File: src/rtl/serial_sub.sv
// serial_sub: digit-serial unsigned subtractor, DIGIT bits per cycle, LSB chunk first.
// Optional macro SERIAL_SUB_SAT_EN adds the sat port and clamps negative results to zero.
module serial_sub #(
    parameter int WIDTH = 8,
    parameter int DIGIT = 1
) (
    input  logic             clk,
    input  logic             rst_n,
    input  logic             in_valid,
    output logic             in_ready,
    input  logic [WIDTH-1:0] a,
    input  logic [WIDTH-1:0] b,
    output logic             out_valid,
    input  logic             out_ready,
    output logic [WIDTH-1:0] diff,
    output logic             borrow
`ifdef SERIAL_SUB_SAT_EN
    ,
    output logic             sat
`endif
);

    localparam int N  = WIDTH / DIGIT;
    localparam int CW = $clog2(N + 1);

    typedef enum logic [1:0] {
        IDLE = 2'd0,
        RUN  = 2'd1,
        DONE = 2'd2
    } state_t;

    state_t           state_r;
    state_t           state_nxt_s;
    logic [WIDTH-1:0] a_r;
    logic [WIDTH-1:0] b_r;
    logic [WIDTH-1:0] res_r;
    logic             brw_r;
    logic [CW-1:0]    cnt_r;
    logic [DIGIT:0]   chunk_s;
    logic [WIDTH-1:0] d_ext_s;
    logic [WIDTH-1:0] res_nxt_s;
    logic             last_s;

    // Operands are shifted right so the active chunk always sits in the low DIGIT bits;
    // results enter at the top so chunk 0 lands at the bottom after N shifts.
    assign chunk_s   = {1'b0, a_r[DIGIT-1:0]} - {1'b0, b_r[DIGIT-1:0]} - {{DIGIT{1'b0}}, brw_r};
    assign d_ext_s   = WIDTH'(chunk_s[DIGIT-1:0]);
    assign res_nxt_s = (res_r >> DIGIT) | (d_ext_s << (WIDTH - DIGIT));
    assign last_s    = (cnt_r == CW'(N - 1));

    // Next-state selection for the IDLE/RUN/DONE sequencer.
    always_comb begin
        state_nxt_s = state_r;
        case (state_r)
            IDLE: begin
                if (in_valid) begin
                    state_nxt_s = RUN;
                end else begin
                    state_nxt_s = IDLE;
                end
            end
            RUN: begin
                if (last_s) begin
                    state_nxt_s = DONE;
                end else begin
                    state_nxt_s = RUN;
                end
            end
            DONE: begin
                if (out_ready) begin
                    state_nxt_s = IDLE;
                end else begin
                    state_nxt_s = DONE;
                end
            end
            default: state_nxt_s = IDLE;
        endcase
    end

    // State register with registered handshake outputs derived from the next state.
    always_ff @(posedge clk) begin
        if (!rst_n) begin
            state_r   <= IDLE;
            in_ready  <= 1'b1;
            out_valid <= 1'b0;
        end else begin
            state_r   <= state_nxt_s;
            in_ready  <= (state_nxt_s == IDLE);
            out_valid <= (state_nxt_s == DONE);
        end
    end

    // Operand capture, per-chunk subtraction and result publication on the final chunk.
    always_ff @(posedge clk) begin
        if (!rst_n) begin
            a_r    <= '0;
            b_r    <= '0;
            res_r  <= '0;
            brw_r  <= 1'b0;
            cnt_r  <= '0;
            diff   <= '0;
            borrow <= 1'b0;
`ifdef SERIAL_SUB_SAT_EN
            sat    <= 1'b0;
`endif
        end else begin
            case (state_r)
                IDLE: begin
                    if (in_valid) begin
                        a_r   <= a;
                        b_r   <= b;
                        res_r <= '0;
                        brw_r <= 1'b0;
                        cnt_r <= '0;
                    end
                end
                RUN: begin
                    a_r   <= a_r >> DIGIT;
                    b_r   <= b_r >> DIGIT;
                    res_r <= res_nxt_s;
                    brw_r <= chunk_s[DIGIT];
                    cnt_r <= cnt_r + CW'(1);
                    if (last_s) begin
                        borrow <= chunk_s[DIGIT];
`ifdef SERIAL_SUB_SAT_EN
                        diff   <= chunk_s[DIGIT] ? '0 : res_nxt_s;
                        sat    <= chunk_s[DIGIT];
`else
                        diff   <= res_nxt_s;
`endif
                    end
                end
                DONE: begin
                end
                default: begin
                end
            endcase
        end
    end

endmodule

File: config.mk
export PLATFORM = sky130hd
export DESIGN_NAME = serial_sub
export DESIGN_NICKNAME = d
export VERILOG_FILES = /design/src/rtl/serial_sub.sv
export SDC_FILE = /design/constraint.sdc
export NUM_CORES = 1
export LEC_CHECK = 0
export CAP_MARGIN = 20
export CELL_PAD_IN_SITES_DETAIL_PLACEMENT = 0
export CELL_PAD_IN_SITES_GLOBAL_PLACEMENT = 2
export CORE_UTILIZATION = 33
export DETAILED_ROUTE_END_ITERATION = 8
export PLACE_DENSITY = 0.8
export SLEW_MARGIN = 20
export SYNTH_ARGS = -nofsm -noshare
export SYNTH_HDL_FRONTEND = slang
export SYNTH_SLANG_ARGS = --single-unit
export TNS_END_PERCENT = 20
File: constraint.sdc
create_clock -name clk -period 2.4 [get_ports clk]
set_input_delay 0.24 -clock clk [delete_from_list [all_inputs] [get_ports clk]]
set_output_delay 0.24 -clock clk [all_outputs]
set_load 0.005 [all_outputs]
## Word-level counts from Yosys, hierarchy flattened

Index checks and enable logic that the tools add are counted.

- Bits in registers: 42
- Bits in writable memories: 0
- Bits in latches: 0
- ROM bits: 0
- Logic and storage cells: 38
- Memories kept: 0
- Output and inout port bits: 11
- Bits of input ports: 20

- Reductions and logical operators: 5
- Equal/unequal tests: 5
- Muxes and demuxes: 14
- Add/sub/neg operators: 3
- Divide/modulo/power cells: 0
- Bitwise gates (word level): 1
- Multipliers: 0
- Shift-type cells: 0
- $lt $le $gt $ge: 0

Operator list:

| operator | count |
|---|---|
| $pmux W8 S2 | 3 |
| $mux W8 | 3 |
| $or A7 B8 Y8 | 1 |
| $pmux W4 S2 | 1 |
| $pmux W2 S3 | 1 |
| $add A4 B1 Y4 const B | 1 |
| $eq A2 B2 Y1 const B | 2 |
| $eq A4 B3 Y1 const B | 1 |
| $logic_not A2 Y1 | 2 |
| $mux W2 | 2 |
| $mux W4 | 1 |
| $reduce_and A2 Y1 | 2 |
| $eq A2 B1 Y1 const B | 1 |
| $mux W1 | 2 |
| $ne A2 B2 Y1 const B | 1 |
| $pmux W1 S2 | 1 |
| $reduce_bool A2 Y1 | 1 |
| $sub A1 B1 Y2 | 1 |
| $sub A2 B1 Y2 | 1 |

## Depth between registers and ports, before layout

- Depth in word-level cells: 4
- Gate-level depth with buffers: 5
- Mapped depth without buffers: 4

## Least setup slack after synthesis

Ideal clock, no wire load.

- Path kind: register -> register
- Start point: register cnt_r[0]
- End point: register out_valid
- Clock period less this slack: 1.282 ns
- Buffers on the path: 1
- Stages on the path, launching flop included: 6
- Slack: 1.118 ns
- Arrival: 1.167 ns
- Library setup time: 0.115 ns
- Cells stage by stage: dfxtp_1 > ha_1 > and3b_1 > and2_4 > buf_6 > o21a_1

- Word-level cells in the longest chain between the ends: 4

RTL lines:

| what | line | source |
|---|---|---|
| start, declared | 38 | `logic [CW-1:0] cnt_r;` |
| start signal, assigned | 122 | `cnt_r <= cnt_r + CW'(1);` |
| $eq A4 B3 Y1 | 49 | `assign last_s = (cnt_r == CW'(N - 1));` |
| $mux W2 | 63 | `if (last_s) begin` |
| $pmux W2 S3 | 54 | `case (state_r)` |
| $eq A2 B2 Y1 | 89 | `out_valid <= (state_nxt_s == DONE);` |
| end signal, assigned | 89 |  |
| end, declared | 13 | `output logic out_valid,` |

No other way between the ends.
A chain may end at the register's enable or synchronous reset.

## Final worst setup path

- Start point: input port rst_n
- End point: register a_r[0]

RTL lines:

| what | line | source |
|---|---|---|
| start, declared | 8 | `input logic rst_n,` |
| end signal, assigned | 118 | `a_r <= a_r >> DIGIT;` |
| end, declared | 34 | `logic [WIDTH-1:0] a_r;` |

No word-level cell between the ends.

==> metrics <==
die span in y 73.55 um; # IOs 31; Pleak 0.7261 nW; CP startpoint kind input port; first-pass GRT wire length 6161 um; Clock Sinks 41; Layout Nets 229; worst ir drop on vdd 0.3115 mV; top-count cell post-synth dfxtp_1; register bit count reported by yosys 41; Initial DRC Count 60; Yosys cell types 36; gr ovfl total 0; Post-Synthesis Cells 180; most instantiated cells after synthesis dfxtp_1 (41), nand2_1 (20), nor2_1 (19); DRT Pass-1 Iters 4; ys flop type dfxtp_1; Crit. End Element register; Syn Area/Cell 9.384 um^2; CTS tree done; HPWL Detailed 2519 um; critical path arrival 1820 ps; total number of vias 1,370; RSZ-0062 raised after global routing no; clk root buf clkbuf_8; antenna violations before repair 0; Hold WC Path Type reg2reg; Clock Latency Late Sink between 200 and 300 ps; Top delay family on crit path buffers and inverters; setup TNS 0 ps; CP required 2590 ps; ANT nets after route 0; top post-synthesis cells by area dfxtp_1 (49%), mux2i_1 (5.3%), a22oi_1 (4.4%); CP max stage delay approximately 720 ps; Setup Viol. Count Final 0; post-CTS setup buffer count 0; fmax between 600 and 700 MHz; WL/cell ~13 um; Vias/cell about 5; post-synthesis cell area 1689 um^2; die width 73.55 um; fraction of layout cells with a size suffix above 1 0.08696; clk buf depth 2; hold_buf cts 0; Synth async-reset ratio 0; Initial Util 0.3506; diode count 0; Util after Layout 0.4366; clock edge transition at the registers on the reported setup and hold paths 80 ps; clock skew 4.956 ps; Remaining DRCs 0; IO Port Bufs 30; WL met2 1632 um; EDFF count, synth 0; Syn-to-layout area delta 24.52%; die area 5409 um^2; top layer in use met4; Slew Viols, Final 0; met3 wire length 148 um; Synth area leader dfxtp_1; status finished clean; Synth top area share 0.4859; largest net degree at the start of global routing 24; Max-slew headroom 0.6717; worst-path cell chain clkdlybuf4s50_1, clkinv_1, a221oi_1; met1 WL roughly 1900 um; Total Wirelength roughly 3700 um; GRT Total Usage 0.1501; Yosys warnings 0; Rows 25; filler instances 515; Core Area approximately 4800 um^2; Syn Nets around 200; PostCTS Resize Cnt 0; Inserted Clock Buffers 5; Crit Path Category in2reg; Crit-path slowest cell clkdlybuf4s50_1; Worst-Margin Slew 490.9 ps; Final Hold Fails 0; crit path max fanout 17; Final Cycle Share 0.6780; number of global-route vias before repair around 1.3k; Final min period ~1600 ps; htree depth 2; Worst Path Buf+Inv 2; max-cap viol count 0; GPL Wtd Cong 0.7800; PwrDens between 600 and 700 nW/um^2; Seq/Total Area, Yosys 0.4859
-- layout by cell type, fill, tap and decap left out, drive strengths merged, types with 2 or more instances in the layout --
cell	Yosys	final
o21a	5	5
dfxtp	41	41
a211oi	2	2
o22ai	4	4
clkdlybuf4s50	0	30
nor2	19	19
clkbuf	5	7
nand2	20	20
a22oi	10	10
nand2b	2	2
o2bb2ai	7	7
inv	3	3
nand3	3	3
a21oi	12	12
o221a	3	3
o21ai	11	11
buf	9	4
mux2i	9	9
-- report_power, final --
group	internal, mW	switching, mW
clock network	0.228	0.222
logic	0.0767	0.0741
registers	0.710	0.0187
-- sequential cells by signal, summed over array words and instances (netlist names) --
register   count
borrow         1
out_valid      1
a_r            8
state_r        2
cnt_r          4
res_r          7
brw_r          1
b_r            8
in_ready       1
diff           8
-- metal layers --
layer	GRT usage	vias up
li1	-	690
met1	0.1969	651
met2	0.2324	24
met3	0.04801	5
met4	0.05128	0
met5	0	-
-- final timing paths --
kind                                             end             startpoint  slack (ps)  cells after the start
worst max-delay path             a_r[0]$_SDFFE_PN0P_                  rst_n         770                      3
worst max register to register   borrow$_SDFFE_PN0P_  state_r[0]$_SDFF_PN0_         920                      4
worst min register to register  diff[2]$_SDFFE_PN0P_   diff[2]$_SDFFE_PN0P_         460                      2
worst min-delay path            diff[2]$_SDFFE_PN0P_   diff[2]$_SDFFE_PN0P_         460                      2
-- through the flow --
stage	total power [mW]	setup WS, ps	std cells	hold slack [ps]	cell area [um^2]
after global routing	1.390	632.1	274	488.7	2103
after floorplan	0.8383	1118	180	388.3	1689
after detailed placement	0.8945	439.3	267	448.8	2017
after global placement	0.8914	525.5	267	444.3	2017
after CTS	1.341	747.5	274	462.3	2103
final	1.330	772.9	274	458.3	2103
-- area by class of cell --
cell class | instances | area, um^2 | area share
Sequential cell | 41 | 820.8 | 0.3902
Clock buffer | 7 | 86.33 | 0.04105
Tap cell | 67 | 83.83 | 0.03986
Multi-Input combinational cell | 121 | 767.0 | 0.3647
Inverter | 4 | 15.01 | 0.007139
Timing Repair Buffer | 34 | 330.3 | 0.1570
-- tightest hold or removal path: stages (launching register included) --
cell and delay (ps):
dfxtp_1 310, nand2_1 50, mux2i_1 50
-- logic make-up after synthesis --
group           synth area share
compound gates            0.2474
buf+inv                  0.05999
fa+ha+maj                0.01926
simple gates              0.1341
flops                     0.4859
mux                      0.05334
Note: power is estimated with default switching activity, not from simulation.
